--- src/rtl/uart_pkg.sv ---
// Shared types for the oversampling UART receiver: line-format enums, FSM state
// and the data-width clamp used when a frame's format is latched.
package uart_pkg;

  typedef enum logic [1:0] {
    ParNone = 2'd0,
    ParOdd  = 2'd1,
    ParEven = 2'd2
  } parity_t;

  typedef enum logic {
    StopOne = 1'b0,
    StopTwo = 1'b1
  } stop_bits_t;

  typedef enum logic [2:0] {
    StIdle,
    StStart,
    StData,
    StParity,
    StStop1,
    StStop2,
    StBreak
  } rx_state_t;

  localparam int unsigned MinDataBits = 5;

  function automatic logic [3:0] clamp_bits(input logic [3:0] n, input int unsigned max_bits);
    if (n < 4'(MinDataBits)) return 4'(MinDataBits);
    if (32'(n) > max_bits) return 4'(max_bits);
    return n;
  endfunction

endpackage

--- src/rtl/uart_rx_fifo.sv ---
// Received-word buffer: power-of-two circular FIFO with occupancy count.
// A pop and a push in the same cycle on a full buffer both succeed.
module uart_rx_fifo #(
  parameter int unsigned Width = 11,
  parameter int unsigned Depth = 4,
  localparam int unsigned PtrW = $clog2(Depth),
  localparam int unsigned CntW = PtrW + 1
) (
  input  logic             clk,
  input  logic             rst,
  input  logic             push,
  input  logic [Width-1:0] wdata,
  input  logic             pop,
  output logic [Width-1:0] rdata,
  output logic             empty,
  output logic             full,
  output logic [CntW-1:0]  count
);

  logic [Width-1:0] mem_q [Depth];
  logic [PtrW-1:0]  rd_q, wr_q;
  logic [CntW-1:0]  cnt_q;
  logic             do_pop, do_push;

  assign empty   = (cnt_q == '0);
  assign full    = (cnt_q == CntW'(Depth));
  assign do_pop  = pop & ~empty;
  assign do_push = push & (~full | do_pop);
  assign count   = cnt_q;
  assign rdata   = empty ? '0 : mem_q[rd_q];

  always_ff @(posedge clk or negedge rst) begin
    if (!rst) begin
      rd_q  <= '0;
      wr_q  <= '0;
      cnt_q <= '0;
      for (int i = 0; i < int'(Depth); i++) mem_q[i] <= '0;
    end else begin
      if (do_push) begin
        mem_q[wr_q] <= wdata;
        wr_q        <= wr_q + 1'b1;
      end
      if (do_pop) rd_q <= rd_q + 1'b1;
      unique case ({do_push, do_pop})
        2'b10:   cnt_q <= cnt_q + 1'b1;
        2'b01:   cnt_q <= cnt_q - 1'b1;
        default: cnt_q <= cnt_q;
      endcase
    end
  end

endmodule

--- src/rtl/uart_rx_ovs.sv ---
// Oversampling UART receiver with majority-vote bit decisions and a word FIFO.
// Define UART_RX_BREAK_DETECT_EN to turn all-zero frames into an rx_break pulse.
module uart_rx_ovs
  import uart_pkg::*;
#(
  parameter int unsigned MAX_DATA_BITS = 9,
  parameter int unsigned OVERSAMPLE    = 16,
  parameter int unsigned FIFO_DEPTH    = 4,
  parameter int unsigned DIV_W         = 16,
  localparam int unsigned CntW         = $clog2(FIFO_DEPTH) + 1
) (
  input  logic                     clk,
  input  logic                     rst,
  input  logic                     rx,
  input  logic [DIV_W-1:0]         baud_div,
  input  logic [3:0]               num_data_bits,
  input  parity_t                  parity,
  input  stop_bits_t               stop_bits,
  output logic [MAX_DATA_BITS-1:0] rx_data,
  output logic                     rx_parity_err,
  output logic                     rx_frame_err,
  output logic                     rx_valid,
  input  logic                     rx_ready,
  output logic                     rx_overrun,
  input  logic                     ovr_clr,
  output logic                     rx_break,
  output logic                     rx_busy,
  output logic [CntW-1:0]          fifo_count
);

  localparam int unsigned PhW   = $clog2(OVERSAMPLE);
  localparam int unsigned WordW = MAX_DATA_BITS + 2;
  localparam logic [PhW-1:0] PhS0   = PhW'(OVERSAMPLE / 2 - 1);
  localparam logic [PhW-1:0] PhS1   = PhW'(OVERSAMPLE / 2);
  localparam logic [PhW-1:0] PhS2   = PhW'(OVERSAMPLE / 2 + 1);
  localparam logic [PhW-1:0] PhLast = PhW'(OVERSAMPLE - 1);

  logic rx_meta_q, rx_s_q, rx_prev_q;

  always_ff @(posedge clk or negedge rst) begin
    if (!rst) begin
      rx_meta_q <= 1'b1;
      rx_s_q    <= 1'b1;
      rx_prev_q <= 1'b1;
    end else begin
      rx_meta_q <= rx;
      rx_s_q    <= rx_meta_q;
      rx_prev_q <= rx_s_q;
    end
  end

  rx_state_t                state_q;
  logic [PhW-1:0]           phase_q;
  logic [3:0]               bit_idx_q, nbits_q;
  parity_t                  par_q;
  stop_bits_t               stop_q;
  logic [DIV_W-1:0]         div_q, div_cnt_q;
  logic [MAX_DATA_BITS-1:0] data_q;
  logic [1:0]               smp_q;
  logic                     all0_q, perr_q, ferr_q, hi_q, push_q, brk_q;
  logic [WordW-1:0]         word_q;

  logic tick, rx_fall, maj, par_x, frame_end, fe, is_break;

  assign tick    = (div_cnt_q == '0);
  assign rx_fall = (state_q == StIdle) & rx_prev_q & ~rx_s_q;
  assign maj     = (smp_q[0] & smp_q[1]) | (smp_q[0] & rx_s_q) | (smp_q[1] & rx_s_q);
  assign par_x   = (^data_q) ^ maj;
  assign frame_end = (phase_q == PhS2) &
                     (((state_q == StStop1) & (stop_q == StopOne)) | (state_q == StStop2));
  // Stop-1 result is only meaningful when a second stop bit follows it.
  assign fe      = ((state_q == StStop2) & ferr_q) | ~maj;
`ifdef UART_RX_BREAK_DETECT_EN
  assign is_break = all0_q & ~maj;
`else
  assign is_break = 1'b0;
`endif

  // Divisor restarts on the start edge so sample phases are aligned to it.
  always_ff @(posedge clk or negedge rst) begin
    if (!rst) begin
      div_cnt_q <= '0;
    end else if (rx_fall) begin
      div_cnt_q <= baud_div;
    end else if (tick) begin
      div_cnt_q <= (state_q == StIdle) ? baud_div : div_q;
    end else begin
      div_cnt_q <= div_cnt_q - 1'b1;
    end
  end

  always_ff @(posedge clk or negedge rst) begin
    if (!rst) begin
      state_q   <= StIdle;
      phase_q   <= '0;
      bit_idx_q <= '0;
      nbits_q   <= '0;
      par_q     <= ParNone;
      stop_q    <= StopOne;
      div_q     <= '0;
      data_q    <= '0;
      smp_q     <= '0;
      all0_q    <= 1'b0;
      perr_q    <= 1'b0;
      ferr_q    <= 1'b0;
      hi_q      <= 1'b0;
      push_q    <= 1'b0;
      word_q    <= '0;
      brk_q     <= 1'b0;
    end else begin
      push_q <= 1'b0;
      brk_q  <= 1'b0;
      case (state_q)
        StIdle: begin
          if (rx_fall) begin
            phase_q   <= '0;
            bit_idx_q <= '0;
            nbits_q   <= clamp_bits(num_data_bits, MAX_DATA_BITS);
            par_q     <= parity;
            stop_q    <= stop_bits;
            div_q     <= baud_div;
            data_q    <= '0;
            smp_q     <= '0;
            all0_q    <= 1'b1;
            perr_q    <= 1'b0;
            ferr_q    <= 1'b0;
            state_q   <= StStart;
          end
        end
        // Leave only after the line has stayed high across a whole tick interval.
        StBreak: begin
          if (!rx_s_q) begin
            hi_q <= 1'b0;
          end else if (tick) begin
            if (hi_q) state_q <= StIdle;
            hi_q <= 1'b1;
          end
        end
        default: begin
          if (tick) begin
            phase_q <= (phase_q == PhLast) ? '0 : phase_q + 1'b1;
            if (phase_q == PhS0) smp_q[0] <= rx_s_q;
            if (phase_q == PhS1) smp_q[1] <= rx_s_q;
            if (phase_q == PhS2) begin
              if (maj) all0_q <= 1'b0;
              case (state_q)
                StStart:  if (maj) state_q <= StIdle;
                StData:   data_q[bit_idx_q] <= maj;
                StParity: perr_q <= (par_q == ParOdd) ? ~par_x : par_x;
                StStop1:  ferr_q <= ~maj;
                default:  ;
              endcase
            end
            if (phase_q == PhLast) begin
              case (state_q)
                StStart: state_q <= StData;
                StData: begin
                  if (bit_idx_q == nbits_q - 4'd1) begin
                    state_q <= (par_q == ParNone) ? StStop1 : StParity;
                  end else begin
                    bit_idx_q <= bit_idx_q + 4'd1;
                  end
                end
                StParity: state_q <= StStop1;
                StStop1:  state_q <= StStop2;
                default:  ;
              endcase
            end
            if (frame_end) begin
              if (is_break) begin
                brk_q   <= 1'b1;
                hi_q    <= 1'b0;
                state_q <= StBreak;
              end else begin
                push_q  <= 1'b1;
                word_q  <= {perr_q, fe, data_q};
                state_q <= StIdle;
              end
            end
          end
        end
      endcase
    end
  end

  logic             fifo_full, fifo_empty, pop, ovr_q;
  logic [WordW-1:0] head;

  assign pop = rx_valid & rx_ready;

  uart_rx_fifo #(
    .Width(WordW),
    .Depth(FIFO_DEPTH)
  ) u_fifo (
    .clk  (clk),
    .rst  (rst),
    .push (push_q),
    .wdata(word_q),
    .pop  (pop),
    .rdata(head),
    .empty(fifo_empty),
    .full (fifo_full),
    .count(fifo_count)
  );

  always_ff @(posedge clk or negedge rst) begin
    if (!rst) begin
      ovr_q <= 1'b0;
    end else if (push_q & fifo_full & ~pop) begin
      ovr_q <= 1'b1;
    end else if (ovr_clr) begin
      ovr_q <= 1'b0;
    end
  end

  assign rx_valid      = ~fifo_empty;
  assign rx_data       = head[MAX_DATA_BITS-1:0];
  assign rx_frame_err  = head[MAX_DATA_BITS];
  assign rx_parity_err = head[MAX_DATA_BITS+1];
  assign rx_overrun    = ovr_q;
  assign rx_break      = brk_q;
  assign rx_busy       = (state_q != StIdle);

endmodule
--- config.mk ---
export PLATFORM = sky130hd
export DESIGN_NAME = uart_rx_ovs
export DESIGN_NICKNAME = d
export VERILOG_FILES = /design/src/rtl/uart_pkg.sv /design/src/rtl/uart_rx_fifo.sv /design/src/rtl/uart_rx_ovs.sv
export SDC_FILE = /design/constraint.sdc
export NUM_CORES = 1
export LEC_CHECK = 0
export ABC_AREA = 0
export BUFFER_PORTS_ARGS = -buffer_cell sky130_fd_sc_hd__clkbuf_2
export CORE_MARGIN = 1.5
export CORE_UTILIZATION = 53
export CTS_CLUSTER_SIZE = 8
export DETAILED_ROUTE_END_ITERATION = 7
export PLACE_DENSITY = 0.71
export RECOVER_POWER = 25
export SLEW_MARGIN = 20
export SYNTH_ARGS = -nofsm -noshare
export SYNTH_HDL_FRONTEND = slang
export SYNTH_SLANG_ARGS = --single-unit
--- constraint.sdc ---
create_clock -name clk -period 4.75 [get_ports clk]
set_clock_uncertainty 0.2 [all_clocks]
set_input_delay 0.2375 -clock clk [delete_from_list [all_inputs] [get_ports clk]]
set_output_delay 0.2375 -clock clk [all_outputs]
set_load 0.05 [all_outputs]
==> results by group <==
Setup path
  – WP buf/inv: 2
  – Slowest cell on the critical path: nor3_2
  – Crit. End Element: flop
  – Crit-path cells: nor3_2 -> inv_1 -> nor2_2 -> buf_4 -> a31oi_1 -> o21ai_0 -> o21ai_0
  – Crit path max-delay family: simple AND/OR/NAND/NOR gates
  – Setup CP Type: reg2reg
  – Critical Path RT: 4.83 ns
  – Worst path max stage delay: 0.74 ns
  – Startpoint types: flop
  – Worst Path Max Fanout: 32
  – CP most frequent cell: o21ai_0
  – CP arrival: 3.52 ns

Timing
  – Final setup violation count: 0
  – Final period utilization: 72.4%
  – Max-slew violations: 41
  – RSZ-0062 raised after global routing: no
  – Fmax: 291 MHz
  – Worst slew margin: -38.7%
  – Setup_tns: 0 ns
  – Final worst slack: 1.31 ns
  – Final min period: 3.44 ns
  – Worst Max-Slew Pin Slew: 2.08 ns
  – Hold Fails Final Rpt: 0

Global route
  – Largest net degree at the start of global routing: 51
  – Global-route usage over all layers: 23.2%
  – Vias in the first global route: 4895
  – Grt ovf: 0
  – Initial antenna violation count: 0
  – First-pass GRT wire length: 24000 µm

Detailed routing
  – Via count: 4971
  – First DRT Iteration DRCs: 416
  – Via density: 5.65
  – Drt drc: 0
  – Post-route ant nets: 0
  – 1st-pass router iterations: 5
  – WL per Instance: 16.3 µm
  – Routed wire length: 14300 µm

Clocking
  – Setup Buffers After CTS: 0
  – Resize count post-CTS: 0
  – Cts-stage hold buffer count: 28
  – CTS root buf: clkbuf_16
  – Clock tree from TritonCTS: done
  – Num CTS Buffers: 17
  – CTS sink cnt: 131
  – CTS clock-pin slew for the worst setup and hold paths: 0.06 ns
  – Clk buf depth: 2
  – H-tree level count: 4
  – Insertion delay to the later sink of the worst-skew pair: 0.42 ns

Power
  – Switching Power: 0.926 mW
  – Combinational power share: 17.6%
  – Net Sw Frac: 28.6%
  – P per Cell Area: 407 mW/mm²
  – Max VDD drop: 0.000271 V
  – Sequential share of power: 40.9%
  – Leak pwr: 3.73 nW
  – Int Pwr: 2.32 mW
  – Clk network pwr share: 41.6%

Synth
  – Count of flip-flops with a built-in enable after synthesis: 0
  – Synth Flop Type: dfrtp_1
  – Syn Area/Cell: 10.7 µm²
  – Top cells by area, synth: dfrtp_1, mux2_2, nand2_1, mux4_2, ha_1
  – Yosys reg bits: 131
  – Part of the Yosys area used for sequential elements: 48.5%
  – Distinct cell type count after synthesis: 70
  – Syn nets: 675
  – Synth top area share: 47.3%
  – Mapped cell area: 0.00677 mm²
  – Asr flop ratio synth: 100%
  – YS warnings: 0
  – Mapped Cells: 632
  – Largest area contributor in the netlist: dfrtp_1

Layout
  – Fill count: 1032
  – Nets: 739
  – P&R area growth vs syn: 17.9%
  – Share of layout cells above drive strength 1: 20.6%
  – ANT cells: 0

Floorplan
  – Die Area: 0.0135 mm²
  – I/O pin cnt: 46
  – Core Area: 0.0125 mm²
  – FP Rows: 41
  – Die width: 116 µm
  – Die height: 116 µm
  – Initial Util: 54.1%

Worst hold path
  – Worst Hold Class: in2reg

Status
  – Status: finished, violations left
  – Violations in the final reports: max-capacitance violations, max-slew violations

Place
  – Dpl hpwl: 9720 µm
  – Final weighted congestion in routability-driven placement: 0.942
  – Pre-CTS setup slack: 1.31 ns
  – Port bufs: 44

Run
  – Max Cap Viol: 1
[area by class of cell]
class                   instances  area, µm²  share of cell area (%)
multi-input cells             448       3270                    41.0
flip-flops and latches        131       3280                    41.1
clock inverters                11        151                    1.90
inverters                      22       82.6                    1.04
well taps                     172        215                    2.70
clock buffers                  20        457                    5.73
repair buffers                 76        522                    6.54
[worst reg2reg max path, stage by stage, from the launching register on]
cell     delay (ns)
dfrtp_1        0.66
nor3_2         0.75
inv_1          0.58
nor2_2         0.25
buf_4          0.35
a31oi_1        0.16
o21ai_0        0.22
o21ai_0        0.13
[kinds of logic after synthesis]
kind of cell,Yosys count,synth area share [%]
compound gates,102,10.6
xor+xnor,28,3.83
fa+ha+maj,16,3.03
buf+inv,53,3.25
flops,131,48.5
mux,73,13.9
other cells,1,0.0554
simple gates,228,16.9
[power groups by stage]
stage / Sequential (mW) / Clock, mW / Combinational, mW
after floorplan: 1.31 / 0 / 0.429
after global routing: 1.34 / 1.42 / 0.635
after global placement: 1.34 / 0 / 0.534
after detailed placement: 1.34 / 0 / 0.543
after CTS: 1.32 / 1.37 / 0.566
final: 1.33 / 1.35 / 0.570
[cell usage after synthesis (all sizes together) (14+ instances only)]
cell    instances
a21oi          16
and2           15
clkbuf         23
dfrtp         128
ha             14
inv            22
mux2           56
nand2         106
nor2           27
nor3           26
o21ai          23
xnor2          19
[worst paths after layout]
path / startpoint / end / slack [ns] / cells past startpoint
max reg2reg: state_q[1] / phase_q[2] / 1.31 / 7
max in group asynchronous: rst / bit_idx_q[1] / 1.64 / 3
min reg2reg: rx_meta_q / rx_s_q / 0.16 / 0
max: state_q[1] / phase_q[2] / 1.31 / 7
min: rx_ready / u_fifo.rd_q[0] / 0.02 / 3
min in group asynchronous: rst / u_fifo.rd_q[1] / 0.76 / 2
[registers in the layout (all words and copies together) (netlist names), 2 cells and up]
name / count
u_fifo.mem_q: 44
div_cnt_q: 16
div_q: 16
word_q: 11
data_q: 9
bit_idx_q: 4
nbits_q: 4
phase_q: 4
state_q: 3
u_fifo.count: 3
par_q: 2
smp_q: 2
u_fifo.rd_q: 2
u_fifo.wr_q: 2
[per-layer routing]
metal | GRT usage [%] | vias to the layer above | wire length (µm)
met3 | 4.60 | 25 | 603
li1 | - | 2382 | -
met5 | 0 | - | 0
met4 | 9.84 | 0 | 279
met2 | 39.1 | 145 | 7070
met1 | 29.1 | 2419 | 6350
[metrics by stage]
step | hold slack [ns] | util (%) | cells | instance area, µm² | power, mW
after global routing | 0.0293 | 63.7 | 880 | 7980 | 3.40
after detailed placement | 0.0312 | 56.7 | 821 | 7100 | 1.89
after CTS | 0.00358 | 63.8 | 880 | 7990 | 3.26
final | 0.0189 | 63.7 | 880 | 7980 | 3.24
after global placement | 0.0260 | 56.7 | 821 | 7100 | 1.87
after floorplan | -0.258 | - | 632 | 6770 | 1.74
[cells in the final DEF, fill, tap and decap left out, types with 3 or more instances in the layout]
cell type        n
inv_6            3
dfrtp_1        128
nand2_1        105
clkinvlp_4       4
a221o_1          4
nand4_1          4
clkbuf_2        40
a22o_1           7
clkbuf_16       17
and3_1           3
nor3_2           3
a211oi_1         7
o22ai_1          3
bufinv_16        3
mux2_2          46
o21ai_0         23
xnor2_1         19
o211a_1          3
mux4_2          11
a31oi_1          7
clkbuf_1         6
ha_1            14
nor2b_1          4
xor2_1           8
nor3_1          22
and4_1           3
a211o_1          9
mux2i_1          6
nand2b_1         4
buf_4            3
nand3b_1         6
inv_1           22
nor4_1           5
nand3_1          9
and2_1          15
mux2_1          10
nor2_1          26
dlygate4sd3_1   28
o31ai_1          6
a21oi_1         16
Note: power is estimated with default switching activity, not from simulation.
